### src/rtl/board_clock_pkg.sv
// Shared types and constants for the board clock-enable generator.
// Ratio constants are NUM/DEN pairs against the 107.4 MHz base clock.
package board_clock_pkg;

    localparam int unsigned ACC_WIDTH_DEFAULT = 16;
    localparam int unsigned CH_COUNT_DEFAULT  = 4;

    typedef struct packed {
        logic [ACC_WIDTH_DEFAULT-1:0] num;
        logic [ACC_WIDTH_DEFAULT-1:0] den;
        logic                         en;
    } ce_cfg_t;

    localparam ce_cfg_t RATIO_21M = '{
        num: ACC_WIDTH_DEFAULT'(1),
        den: ACC_WIDTH_DEFAULT'(5),
        en:  1'b1
    };

    localparam ce_cfg_t RATIO_3M58 = '{
        num: ACC_WIDTH_DEFAULT'(1),
        den: ACC_WIDTH_DEFAULT'(30),
        en:  1'b1
    };

    localparam ce_cfg_t RATIO_TMDS_P = '{
        num: ACC_WIDTH_DEFAULT'(1),
        den: ACC_WIDTH_DEFAULT'(5),
        en:  1'b1
    };

endpackage

### src/rtl/board_ce_channel.sv
// One fractional clock-enable channel: phase accumulator, config registers,
// registered CE strobe and RUNNING flag.
module board_ce_channel
    import board_clock_pkg::*;
#(
    parameter int unsigned ACC_WIDTH = ACC_WIDTH_DEFAULT
) (
    input  logic                 clk,
    input  logic                 rst_n,
    input  logic                 ready,
    input  logic                 clear,
    input  logic                 cfg_we,
    input  logic [ACC_WIDTH-1:0] cfg_num,
    input  logic [ACC_WIDTH-1:0] cfg_den,
    input  logic                 cfg_en,
    output logic                 ce,
    output logic                 running
);

    logic [ACC_WIDTH-1:0] num_q, num_d;
    logic [ACC_WIDTH-1:0] den_q, den_d;
    logic                 en_q, en_d;
    logic [ACC_WIDTH-1:0] acc_q, acc_d;
    logic                 ce_q, ce_d;
    logic                 running_q, running_d;

    logic [ACC_WIDTH-1:0] num_eff;
    logic [ACC_WIDTH:0]   sum;
    logic                 wrap;
    logic                 active;

    always_comb begin
        num_eff   = (num_q > den_q) ? den_q : num_q;
        // One extra bit so ACC + NUMe never overflows before the compare.
        sum       = {1'b0, acc_q} + {1'b0, num_eff};
        wrap      = (sum >= {1'b0, den_q});
        active    = ready && en_q && (den_q != '0);

        num_d     = num_q;
        den_d     = den_q;
        en_d      = en_q;
        acc_d     = acc_q;
        ce_d      = 1'b0;

        if (cfg_we) begin
            num_d = cfg_num;
            den_d = cfg_den;
            en_d  = cfg_en;
            acc_d = '0;
        end else if (clear || !active) begin
            acc_d = '0;
        end else if (wrap) begin
            // True result is below DEN, so modular subtraction is exact.
            acc_d = sum[ACC_WIDTH-1:0] - den_q;
            ce_d  = 1'b1;
        end else begin
            acc_d = sum[ACC_WIDTH-1:0];
        end

        // Reflects the config in force after this edge.
        running_d = ready && en_d && (den_d != '0);
    end

    always_ff @(posedge clk or negedge rst_n) begin
        if (!rst_n) begin
            num_q     <= '0;
            den_q     <= '0;
            en_q      <= 1'b0;
            acc_q     <= '0;
            ce_q      <= 1'b0;
            running_q <= 1'b0;
        end else begin
            num_q     <= num_d;
            den_q     <= den_d;
            en_q      <= en_d;
            acc_q     <= acc_d;
            ce_q      <= ce_d;
            running_q <= running_d;
        end
    end

    assign ce      = ce_q;
    assign running = running_q;

endmodule

### src/rtl/board_clock_enable_gen.sv
// Multi-channel fractional clock-enable generator on the board base clock.
// Decodes config writes per channel and fans out SYNC and READY.
module board_clock_enable_gen
    import board_clock_pkg::*;
#(
    parameter int unsigned CH_COUNT  = CH_COUNT_DEFAULT,
    parameter int unsigned ACC_WIDTH = ACC_WIDTH_DEFAULT,
    parameter int unsigned CH_BITS   = (CH_COUNT > 1) ? $clog2(CH_COUNT) : 1
) (
    input  logic                 CLK,
    input  logic                 RESET_n,
    input  logic                 READY,
    input  logic                 CFG_WE,
    input  logic [CH_BITS-1:0]   CFG_CH,
    input  logic [ACC_WIDTH-1:0] CFG_NUM,
    input  logic [ACC_WIDTH-1:0] CFG_DEN,
    input  logic                 CFG_EN,
    input  logic                 SYNC,
    output logic [CH_COUNT-1:0]  CE,
    output logic [CH_COUNT-1:0]  RUNNING
);

    logic [CH_COUNT-1:0] ch_we;

    // Out-of-range channel numbers match no channel and are dropped.
    always_comb begin
        ch_we = '0;
        for (int i = 0; i < CH_COUNT; i++) begin
            ch_we[i] = CFG_WE && (32'(CFG_CH) == 32'(i));
        end
    end

    for (genvar g = 0; g < CH_COUNT; g++) begin : g_ch
        board_ce_channel #(
            .ACC_WIDTH (ACC_WIDTH)
        ) u_ch (
            .clk     (CLK),
            .rst_n   (RESET_n),
            .ready   (READY),
            .clear   (SYNC),
            .cfg_we  (ch_we[g]),
            .cfg_num (CFG_NUM),
            .cfg_den (CFG_DEN),
            .cfg_en  (CFG_EN),
            .ce      (CE[g]),
            .running (RUNNING[g])
        );
    end

endmodule

### config.mk
export PLATFORM = sky130hd
export DESIGN_NAME = board_clock_enable_gen
export DESIGN_NICKNAME = d
export VERILOG_FILES = /design/src/rtl/board_clock_pkg.sv /design/src/rtl/board_ce_channel.sv /design/src/rtl/board_clock_enable_gen.sv
export SDC_FILE = /design/constraint.sdc
export NUM_CORES = 1
export LEC_CHECK = 0
export CORE_UTILIZATION = 40
export CTS_BUF_LIST = sky130_fd_sc_hd__clkbuf_2 sky130_fd_sc_hd__clkbuf_4 sky130_fd_sc_hd__clkbuf_8
export DETAILED_ROUTE_END_ITERATION = 12
export GPL_TIMING_DRIVEN = 0
export PLACE_DENSITY = 0.59
export SYNTH_ARGS = -nofsm -noshare
export SYNTH_HDL_FRONTEND = slang
export SYNTH_SLANG_ARGS = --single-unit
### constraint.sdc
create_clock -name CLK -period 13 [get_ports CLK]
set_input_delay 1.95 -clock CLK [delete_from_list [all_inputs] [get_ports CLK]]
set_output_delay 1.95 -clock CLK [all_outputs]
set_load 0.01 [all_outputs]
# Word-level counts from Yosys, hierarchy flattened
# Cells that the tools add are included.
# word_totals
word_cells,116
in_bits,40
output_inout_bits,8
register_bits,204
# classes
n_eq_ne,3
mux,36
magnitude_cmp,8
n_reduce_logical,37
n_addsub,8
# ops
op,count
$mux W16,20
$reduce_bool A16 Y1,8
$add A16 B16 Y17,4
$ge A17 B16 Y1,4
$gt A16 B16 Y1,4
$sub A16 B16 Y16,4
$logic_and A1 B1 Y1,20
$mux W1,16
$eq A2 B2 Y1 const B,2
$logic_not A1 Y1,4
$logic_or A1 B1 Y1,4
$eq A2 B1 Y1 const B,1
$logic_not A2 Y1,1

# Logic depth before layout (Yosys ltp)
# Gate-level depths: netlist of the first run.
# logic_depth
ltp_word,7
depth_mapped,27
ltp_nobuf,26

# Cells and area by module
# Synthesis of the first run repeated with hierarchy kept, for this count alone.
# hier_totals
hier_cells,1814
area_unflattened_um2,16683.5
# modules_own_cells
module,instances,cells_per_inst,area_per_inst_um2,seq_area_each_um2
board_ce_channel (g_ch[1].u_ch ...),2,458,4151.5,1276.2
board_ce_channel (g_ch[3].u_ch),1,452,4220.3,1276.2
board_ce_channel (g_ch[0].u_ch),1,442,4122.7,1276.2
board_clock_enable_gen,1,4,37.5,0.0

# Least setup slack after synthesis of the first run
# No wires, ideal clock.
# synth_path
kind,register to register
from,register g_ch[0].u_ch.den_q[1]
to,register g_ch[0].u_ch.acc_q[12]
t_required_ns,12.904
arrival_time_ns,5.611
stages_incl_launch_ff,26
slack_ns,7.293
period_less_slack_ns,5.707
path_cell_list,dfrtp_1 > inv_1 > ha_1 > nor2b_1 > o21a_1 > o21a_1 > o21ai_1 > a211oi_1 > o22ai_2 > buf_2 > mux2_1 > ha_1 > a21o_1 > or3_1 > o221a_4 > o21a_1 > or3_1 > and2_1 > ha_1 > nand3_1 > nor2_1 > nand3_1 > o2bb2ai_1 > buf_2 > nor3_2 > a211oi_1
# synth_via
elab_chain_len,7
word_cells_on_any_way,12
# synth_lines
element,line,rtl
"start, declared",board_ce_channel.sv:21,"logic [ACC_WIDTH-1:0] den_q, den_d;"
"start signal, assigned",board_ce_channel.sv:74,den_q <= den_d;
$gt A16 B16 Y1,board_ce_channel.sv:33,num_eff = (num_q > den_q) ? den_q : num_q;
$mux W16,board_ce_channel.sv:33,
$add A16 B16 Y17,board_ce_channel.sv:35,"sum = {1'b0, acc_q} + {1'b0, num_eff};"
$sub A16 B16 Y16 / $ge A17 B16 Y1 (equally long branches),"board_ce_channel.sv:54, board_ce_channel.sv:36",
$mux W16,board_ce_channel.sv:52,end else if (wrap) begin
$mux W16 *,board_ce_channel.sv:50,end else if (clear || !active) begin
$mux W16 *,board_ce_channel.sv:45,if (cfg_we) begin
net g_ch[0].u_ch.acc_d[12],board_ce_channel.sv:23,"logic [ACC_WIDTH-1:0] acc_q, acc_d;"
"end signal, assigned",board_ce_channel.sv:69,acc_q <= '0;
"end signal, assigned",board_ce_channel.sv:76,acc_q <= acc_d;
"end, declared",board_ce_channel.sv:23,
# The timed path passes the listed nets; every way through them passes the cells marked *.
# A chain may end at the register's enable or synchronous reset.

# Final worst setup path of the first run
# layout_path
from,register g_ch[1].u_ch.den_q[1]
to,register g_ch[1].u_ch.acc_q[14]
# layout_via
elab_chain_len,7
word_cells_on_any_way,12
# layout_lines
element,line
"start, declared",board_ce_channel.sv:21
"start signal, assigned",board_ce_channel.sv:74
$gt A16 B16 Y1,board_ce_channel.sv:33
$mux W16,board_ce_channel.sv:33
$add A16 B16 Y17,board_ce_channel.sv:35
$sub A16 B16 Y16 / $ge A17 B16 Y1 (equally long branches),"board_ce_channel.sv:54, board_ce_channel.sv:36"
$mux W16,board_ce_channel.sv:52
$mux W16 *,board_ce_channel.sv:50
$mux W16 *,board_ce_channel.sv:45
net g_ch[1].u_ch.acc_d[14],board_ce_channel.sv:23
"end signal, assigned",board_ce_channel.sv:69
"end signal, assigned",board_ce_channel.sv:76
"end, declared",board_ce_channel.sv:23
# Marked as above.

==> flow_summary.ini, run 1 <==
[power_and_ir_drop]
p_sw_mw = 2.431
p_int_mw = 2.756
sw_frac_of_total = 0.4687
sequentialPowerShare = 0.168
pwr-share-comb = 0.677
powerDensity_nw_per_um2 = 277.2
irDropWorstVdd_mv = 0.09745
p_leak_nw = 8.475
finalPower_mw = 5.186
p_clk_frac = 0.154

[place]
hpwl_um = 37420
io_buffer_count = 47
gp_congestion = 0.8656
place_area_um2 = 17730

[clocking]
holdBufCountCts = 0
clk_pin_slew_ns = 0.06
cts_tree = yes
postCtsSetupBuffers = 0
cts-root-buf = clkbuf_8
cts_buffers = 39
cts_sinks = 204
clk_latency_ns = 0.56
cts_resized = 0
cts_max_level = 2
clockBufferDepth = 3

[drt]
drc = 0
drt_iter0_drc = 962
via_count = 13800
wl_per_cell_um = 20.17
finalWirelength_um = 47970
drtAntennaViolNets = 0
via_per_inst = 5.801
drt-pass1-iter-count = 7

[yosys]
syn_avg_cell_area_um2 = 9.587
synth_top_family_by_area = compound AO/OA/AOI/OAI gates
synth_xor_area_frac = 0.03919
synth_top_cell_area_share = 0.3087
synth-adder-area-share = 0.1549
synth.area.mux_share = 0.1353
yosys_warnings = 0
syn_inst = 1725
syn-num-nets = 1965
ys_top_cells_by_area = dfrtp_1 31%, ha_1 15%, mux2_2 11%
postSynth.asyncResetShare = 1.000
yosysTopAreaCell = dfrtp_1
ys.flop_type = dfrtp_1
synth_compound_area_frac = 0.1884
syn_area_um2 = 16540
synthSimpleGateAreaFrac = 0.1346
ys_seq_elements = 204
yosysUniqueCellTypes = 84
yosysSeqAreaShare = 0.3087
synth_edf_count = 0

[sta]
hold_viol = 0
finalCritPeriodShare = 0.5538
slew_headroom = 0.3424
min_period_ns = 7.199
tns_ns = 0
setup_viol = 0
final.setup_skew_ns = 0.02836
slew_violations = 0
rsz0062_at_grt = no
worst-slew-pin-transition_ns = 0.9842
fmax_mhz = 138.9

[global_route]
grt_first_pass_wirelength_um = 76150
antenna_found_initial = 1
grt_use_total = 0.2326
grt_max_degree = 98
grt_overflow = 0
grt_pass1_vias = 13880

[floorplanning]
placementRows = 74
die_x_um = 205.3
ios = 48
dieArea_um2 = 42160
core_um2 = 40830
start_util = 0.4050
die_y_um = 205.3

[cells_and_area]
mostFrequentLayoutCells = 204 x dfrtp_1, 192 x ha_1, 157 x mux2_2, 109 x inv_1, 105 x a21oi_1
layout_commonest_cell = dfrtp_1
syn2layout_area_growth_pct = 13.12
fin_area_um2 = 18710
drive_gt1_frac = 0.1508
final_nets = 2055

[job]
cap_viol_max_count = 0

[setup_path]
crit_type = flop to flop
path_max_fanout = 10
startpoint_type = flop
r2r_slack_ns = 5.80
endpoint_kind = flop
critPathRequiredTime_ns = 13.47
cp.arrival_ns = 7.67

[status]
status = completed

[hold_path]
hold_path.class = flop to flop
-- registers in the layout (all words and copies together) (netlist names) --
name / count
g_ch.u_ch.acc_q: 64
g_ch.u_ch.en_q: 4
g_ch.u_ch.running: 4
g_ch.u_ch.den_q: 64
g_ch.u_ch.num_q: 64
g_ch.u_ch.ce: 4
-- critical path: stages, from the launching register on --
cell      delay (ns)
dfrtp_1         0.52
inv_1           0.14
ha_1            0.33
nor2b_1         0.13
o21a_1          0.16
o21a_1          0.16
o21ai_0         0.16
a211oi_1        0.10
o21ai_1         0.56
buf_2           0.41
mux2_2          0.38
ha_1            0.37
o211a_1         0.16
a211oi_1        0.47
a21oi_1         0.08
a21oi_1         0.20
xnor2_1         0.14
ha_1            0.37
nand3_1         0.13
nor2_1          0.26
a21boi_1        0.35
o311ai_1        0.18
a21oi_1         0.56
clkbuf_1        0.43
o32ai_1         0.18
a21oi_1         0.17
-- layout make-up --
class,instances,area (um^2)
buffer,46,235.2
antenna,2,5.005
inverter,109,409.1
clock buffer,57,728.2
fill,3874,22120
tap,532,665.6
clock inverter,13,240.2
timing repair buffer,49,530.5
sequential,204,5105
multi-input combinational,1366,10790
-- power by group through the flow --
stage | Clock (mW) | Sequential (mW) | Combinational (mW)
4_1_cts | 0.816 | 0.872 | 3.48
3_3_place_gp | 0 | 0.880 | 3.38
6_report | 0.801 | 0.873 | 3.51
3_5_place_dp | 0 | 0.883 | 3.45
2_1_floorplan | 0 | 0.837 | 2.73
5_1_grt | 0.844 | 0.887 | 3.93
-- layer usage --
metal  vias to the layer above  GRT usage  share of wire
li1                       6667          -              -
met1                      6711     0.3288           0.48
met2                       340     0.3579           0.43
met3                        77    0.04545          0.059
met4                         0    0.06667          0.025
met5                         -          0              0
-- stage by stage --
stage	utilization	instances	setup slack, ns	hold WS [ns]
6_report	0.4582	2378	5.801	0.5308
4_1_cts	0.4581	2376	5.962	0.5247
2_1_floorplan	-	1725	7.293	0.4815
5_1_grt	0.4581	2376	5.332	0.5532
3_3_place_gp	0.4329	2304	0.8251	0.5035
3_5_place_dp	0.4343	2306	6.018	0.5038
-- kinds of logic after synthesis --
family,after synthesis
flops,204
mux,200
simple gates,430
xor+xnor,74
fa+ha+maj,200
buf+inv,155
compound gates,462
-- worst paths after layout --
check,startpoint,to,depth (start not counted)
min in group asynchronous,RESET_n,g_ch[1].u_ch.running$_DFF_PN0_,1
worst max register to register,g_ch[1].u_ch.den_q[1]$_DFF_PN0_,g_ch[1].u_ch.acc_q[14]$_DFF_PN0_,25
worst min-delay path,g_ch[3].u_ch.num_q[7]$_DFFE_PN0P_,g_ch[3].u_ch.num_q[7]$_DFFE_PN0P_,1
worst max-delay path,g_ch[1].u_ch.den_q[1]$_DFF_PN0_,g_ch[1].u_ch.acc_q[14]$_DFF_PN0_,25
max in group asynchronous,RESET_n,g_ch[3].u_ch.ce$_DFF_PN0_,3
worst min register to register,g_ch[3].u_ch.num_q[7]$_DFFE_PN0P_,g_ch[3].u_ch.num_q[7]$_DFFE_PN0P_,1
-- synthesized netlist by cell type, types with 8 or more instances --
library cell  count
or3_1            12
nand4_1          33
nor3_1           40
o211ai_1         15
o21ai_0          86
o21ai_1          20
o21a_1           39
a21oi_1         105
a2111oi_0         9
mux2_1           27
fa_1              8
inv_1           109
and3_1           12
dfrtp_1         204
nand3_1          57
and2_1           11
a31oi_1          12
xnor2_1          56
a211oi_1         35
nor2_1           90
nand2b_1         16
o31a_1            9
nand2_1          66
buf_4             9
a21o_1           42
xor2_1           18
buf_2            11
nor2b_1          26
ha_1            192
nor4_1           37
mux2i_1          15
clkbuf_1         21
a211o_1          10
mux2_2          157
Power figures use the tool's default switching activity.
==> inputs of run 2 (changes only) <==
- PLACE_DENSITY: 0.59 -> 0.61
- clock period: 13 -> 6.1 ns (I/O delays scaled with it)
==> run 2 against run 1 <==
  * Sequential power rose by 110%
  * Sequential cell count did not move
  * Largest power group unchanged
  * Design area rose by 4.5%
  * Total power rose by 130%
  * Core utilization rose by 2.0 points
  * Combinational power rose by 140%
  * Highest routed layer unchanged
==> flow_summary.ini, run 2 (synthesis results as in run 1) <==
[clocking]
cts_tree = yes
cts_max_level = 2
clk_latency_ns = 0.56
clk_pin_slew_ns = 0.06
cts_sinks = 204
cts_buffers = 39
cts-root-buf = clkbuf_8
clockBufferDepth = 3
holdBufCountCts = 0

[cells_and_area]
syn2layout_area_growth_pct = 18.16
drive_gt1_frac = 0.2182
seq_area_um2 = 5110
multiInputGateArea_um2 = 11340
final_nets = 2102
fillers = 3829
mostFrequentLayoutCells = 200 x dfrtp_1, 183 x ha_1, 155 x mux2_2, 105 x inv_1, 98 x a21oi_1
layout_commonest_cell = dfrtp_1
top_regs = g_ch.u_ch.acc_q (64), g_ch.u_ch.den_q (64), g_ch.u_ch.num_q (64)
fin_area_um2 = 19540
n_antenna_cell = 0

[place]
place_area_um2 = 17730
io_buffer_count = 47
hpwl_um = 37080
place_ws_ns = -0.9257
gp_congestion = 0.8903

[setup_path]
critPathCapture = g_ch[2].u_ch.acc_q[9]$_DFF_PN0_
critPathRequiredTime_ns = 6.51
endpoint_kind = flop
crit_slowest_cell = dfrtp_2
startpoint_type = flop
reg2regPathDepth = 26
r2r_start = g_ch[2].u_ch.den_q[1]$_DFF_PN0_
reg2reg_to = g_ch[2].u_ch.acc_q[9]$_DFF_PN0_
path_max_fanout = 6
crit_type = flop to flop
r2r_slack_ns = 0.08
max_stage_delay_ns = 0.47
cp.arrival_ns = 6.43
startpoint = g_ch[2].u_ch.den_q[1]$_DFF_PN0_

[hold_path]
hold_path.class = primary input to asynchronous set/reset pin

[power_and_ir_drop]
irDropWorstVdd_mv = 0.2741
p_leak_nw = 8.749
powerDensity_nw_per_um2 = 606.3
finalPower_mw = 11.85

[floorplanning]
die_y_um = 205.3
placementRows = 74
start_util = 0.4050
core_um2 = 40830
die_x_um = 205.3
dieArea_um2 = 42160
ios = 48

[global_route]
grt_overflow = 0
grt_use_total = 0.2314
antenna_found_initial = 1
grt_first_pass_wirelength_um = 75800
grt_pass1_vias = 13870
grt_max_degree = 87

[sta]
hold_viol = 0
finalCritPeriodShare = 0.9867
setup_viol = 0
final.setup_skew_ns = 0.01809
slew_headroom = 0.4499
slew_violations = 0
setup_ws_ns = 0.08106
rsz0062_at_grt = yes
fmax_mhz = 166.1
hold_ws_ns = 0.2269
min_period_ns = 6.019
worst-slew-pin-transition_ns = 0.8234

[drt]
drc = 0
finalWirelength_um = 48890
via_per_inst = 5.837
drt_iter0_drc = 1097
drtAntennaViolNets = 0
via_count = 14130
wl_per_cell_um = 20.20
drt-pass1-iter-count = 6

[job]
cap_viol_max_count = 0

[status]
status = completed
-- run 2: changes by cell type in the layout (fill, tap and decap cells not counted), sizes merged --
| cell | before | now |
|---|---|---|
| buf | 28 | 77 |
| clkbuf | 78 | 76 |
| clkinv | 6 | 9 |
| diode | 2 | 0 |
| bufinv | 7 | 1 |
-- run 2: where the power goes --
group | internal (mW) | switching [mW] | total (mW)
clock | 0.827 | 0.634 | 1.46
sequential | 1.64 | 0.228 | 1.86
combinational | 3.78 | 4.75 | 8.52
-- run 2: how the worst min path moves through the flow --
stage | startpoint | endpoint | slack, ns
final | RESET_n | g_ch[1].u_ch.acc_q[11]$_DFF_PN0_ | 0.23
after global routing | RESET_n | g_ch[1].u_ch.acc_q[11]$_DFF_PN0_ | 0.23
after CTS | RESET_n | g_ch[1].u_ch.acc_q[11]$_DFF_PN0_ | 0.21
after detailed placement | g_ch[1].u_ch.en_q$_DFF_PN0_ | g_ch[1].u_ch.en_q$_DFF_PN0_ | 0.51
after global placement | g_ch[0].u_ch.en_q$_DFF_PN0_ | g_ch[0].u_ch.en_q$_DFF_PN0_ | 0.50
after floorplan | g_ch[3].u_ch.en_q$_DFF_PN0_ | g_ch[3].u_ch.en_q$_DFF_PN0_ | 0.48
-- run 2: stage by stage --
step / util / cells / setup TNS, ns
final: 0.4786 / 2420 / 0
after global routing: 0.4786 / 2420 / -2.503
after CTS: 0.4606 / 2384 / 0
after detailed placement: 0.4343 / 2306 / -41.46
after global placement: 0.4329 / 2304 / -1016.59
after floorplan: - / 1725 / 0
-- run 2: area by class of cell --
class                      count  share of cell area
buffer                        45             0.01517
clock buffer                  57             0.03822
clock inverter                10            0.004034
inverter                     109             0.02094
multi-input combinational   1366              0.5801
sequential                   204              0.2615
tap                          532             0.03406
timing repair buffer          97             0.04597
-- run 2: timing repair --
action / CTS / global route
setup buffers: 12 / 35
resized for setup: 44 / 112
pin swaps: 7 / 39
cloned: 0 / 1
setup endpoints to repair: 68 / 68
hold endpoints to repair: 0 / 0
-- run 2: worst max-delay path, delay by kind of cell (launching register included) --
family / cells / cell delay, ns
fa+ha+maj: 4 / 0.88
simple gates: 8 / 0.99
buf+inv: 3 / 0.39
mux: 2 / 0.50
compound gates: 9 / 2.62
flops: 1 / 0.47
-- run 2: metal layers --
layer	wire (um)	track usage	part of all wire	vias up
li1	-	-	-	6772
met1	22680	0.3272	0.46	6899
met2	21920	0.3634	0.45	380
met3	3099	0.03564	0.063	75
met4	1190	0.06561	0.024	0
met5	0	0	0	-
==> inputs of run 3 (changes only) <==
- CORE_UTILIZATION: 40 -> 33
- PLACE_DENSITY: 0.61 -> 0.5
==> run 3 against run 2 <==
  * Register-to-register slack improved by 0.14 ns
  * Routed wire length rose by 5.6%
  * Clock skew rose by 0.017 ns
  * Sequential cell count did not move
  * Cell count rose by 5.3%
  * Critical path depth did not move
  * Global-route usage fell by 2.8 points
  * First-iteration DRC count fell by 22%
  * Sequential share of layout area fell by 0.35 points
  * Non-clock buffer count fell by 5
  * Maximum frequency rose by 2.3%
  * Combinational power rose by 2%
  * Largest power group unchanged
  * Highest routed layer unchanged
==> flow_summary.ini, run 3 (synthesis results as in run 1) <==
[cells_and_area]
n_antenna_cell = 0
seq_area_um2 = 5109
fillers = 4838
drive_gt1_frac = 0.2235
syn2layout_area_growth_pct = 19.75
final_nets = 2098
mostFrequentLayoutCells = 201 x dfrtp_1, 177 x ha_1, 156 x mux2_2, 105 x inv_1, 101 x a21oi_1
layout_commonest_cell = dfrtp_1
top_regs = g_ch.u_ch.acc_q (64), g_ch.u_ch.den_q (64), g_ch.u_ch.num_q (64)
fin_util = 0.4029
fin_area_um2 = 19800
multiInputGateArea_um2 = 11480

[place]
io_buffer_count = 47
place_area_um2 = 17870
gp_congestion = 0.8600
hpwl_um = 39430
place_ws_ns = -1.016

[sta]
finalCritPeriodShare = 0.9643
slew_headroom = 0.3214
min_period_ns = 5.882
setup_viol = 0
fmax_mhz = 170.0
final.setup_skew_ns = 0.03545
setup_ws_ns = 0.2176
slew_violations = 0
hold_ws_ns = 0.3523
hold_viol = 0
worst-slew-pin-transition_ns = 1.016
rsz0062_at_grt = yes

[setup_path]
critPathRequiredTime_ns = 6.53
max_stage_delay_ns = 0.46
r2r_slack_ns = 0.22
crit_type = flop to flop
path_max_fanout = 6
reg2reg_to = g_ch[2].u_ch.acc_q[8]$_DFF_PN0_
endpoint_kind = flop
crit_slowest_cell = o41a_1
cp.arrival_ns = 6.32
reg2regPathDepth = 26
startpoint_type = flop
r2r_start = g_ch[2].u_ch.den_q[8]$_DFF_PN0_

[floorplanning]
die_x_um = 225.9
dieArea_um2 = 51020
die_y_um = 225.9
ios = 48
placementRows = 81
start_util = 0.3365
core_um2 = 49150

[clocking]
cts_buffers = 40
clockBufferDepth = 3
cts_tree = yes
cts-root-buf = clkbuf_8
clk_pin_slew_ns = 0.06
cts_sinks = 204
cts_max_level = 2
clk_latency_ns = 0.60

[global_route]
grt_max_degree = 106
grt_first_pass_wirelength_um = 79800
antenna_found_initial = 3
grt_use_total = 0.2037
grt_overflow = 0
grt_pass1_vias = 13900

[status]
status = completed

[hold_path]
hold_path.class = primary input to asynchronous set/reset pin

[power_and_ir_drop]
sequentialPowerShare = 0.155
sw_frac_of_total = 0.4750
p_int_mw = 6.316
powerDensity_nw_per_um2 = 607.5
p_sw_mw = 5.714
pwr-share-comb = 0.722
p_leak_nw = 8.747
irDropWorstVdd_mv = 0.2712
p_clk_frac = 0.123
finalPower_mw = 12.03

[drt]
finalWirelength_um = 51650
route.met2.wl_um = 22920
wl_met3_um = 2742
top_layer_used = met4
met1_length_um = 25070
drt_iter0_drc = 851
drc = 0
via_per_inst = 5.474
via_count = 13950
wl_per_cell_um = 20.27
drtAntennaViolNets = 0
drt-pass1-iter-count = 5

[job]
cap_viol_max_count = 0
-- run 3: how the worst max path moves through the flow --
stage | from | to | slack (ns) | cells after the start
finish | g_ch[2].u_ch.den_q[8]$_DFF_PN0_ | g_ch[2].u_ch.acc_q[8]$_DFF_PN0_ | 0.22 | 26
global route | g_ch[0].u_ch.den_q[1]$_DFF_PN0_ | g_ch[0].u_ch.acc_q[15]$_DFF_PN0_ | -0.04 | 24
CTS | g_ch[2].u_ch.den_q[9]$_DFF_PN0_ | g_ch[2].u_ch.acc_q[11]$_DFF_PN0_ | 0.004 | 27
detailed placement | g_ch[2].u_ch.den_q[1]$_DFF_PN0_ | g_ch[2].u_ch.acc_q[0]$_DFF_PN0_ | -1.02 | 24
global placement | RESET_n | g_ch[3].u_ch.ce$_DFF_PN0_ | -5.23 | 1
floorplan | g_ch[0].u_ch.den_q[1]$_DFF_PN0_ | g_ch[0].u_ch.acc_q[9]$_DFF_PN0_ | 0.39 | 25
-- run 3: cell type report --
type | count | area share
sequential | 204 | 0.2580
timing repair buffer | 92 | 0.04290
clock inverter | 5 | 0.001264
multi-input combinational | 1366 | 0.5796
tap | 664 | 0.04195
clock buffer | 63 | 0.04062
inverter | 109 | 0.02066
buffer | 45 | 0.01504
-- run 3: worst max-delay path, delay by kind of cell, from the launching register on --
| kind | cells | cell delay [ns] |
|---|---|---|
| fa+ha+maj | 4 | 0.91 |
| simple gates | 6 | 0.79 |
| buf+inv | 3 | 0.37 |
| flops | 1 | 0.38 |
| compound gates | 11 | 2.80 |
| mux | 2 | 0.48 |
-- run 3: metal layers --
layer	vias up	track usage
li1	6735	-
met1	6866	0.2848
met2	279	0.3199
met3	68	0.03786
met4	0	0.05332
met5	-	0
-- run 3: power by group through the flow --
| stage | logic [mW] | registers (mW) | clock network, mW |
|---|---|---|---|
| after floorplan | 5.82 | 1.78 | 0 |
| after global placement | 7.34 | 1.88 | 0 |
| final | 8.68 | 1.87 | 1.48 |
| after detailed placement | 7.43 | 1.89 | 0 |
| after CTS | 7.81 | 1.86 | 1.53 |
| after global routing | 9.58 | 1.90 | 1.58 |
-- run 3: through the flow --
stage               std cells   TNS, ns
floorplan                1725         0
global placement         2436  -1107.22
detailed placement       2437    -49.14
CTS                      2516         0
global route             2548   -0.4292
finish                   2548         0
-- run 3: what timing repair did --
action / 4_1_cts / 5_1_grt
resized for setup: 52 / 130
hold buffers: 0 / 0
setup endpoints to repair: 68 / 67
cloned: 0 / 3
pin swaps: 12 / 41
buffers inserted: 12 / 29
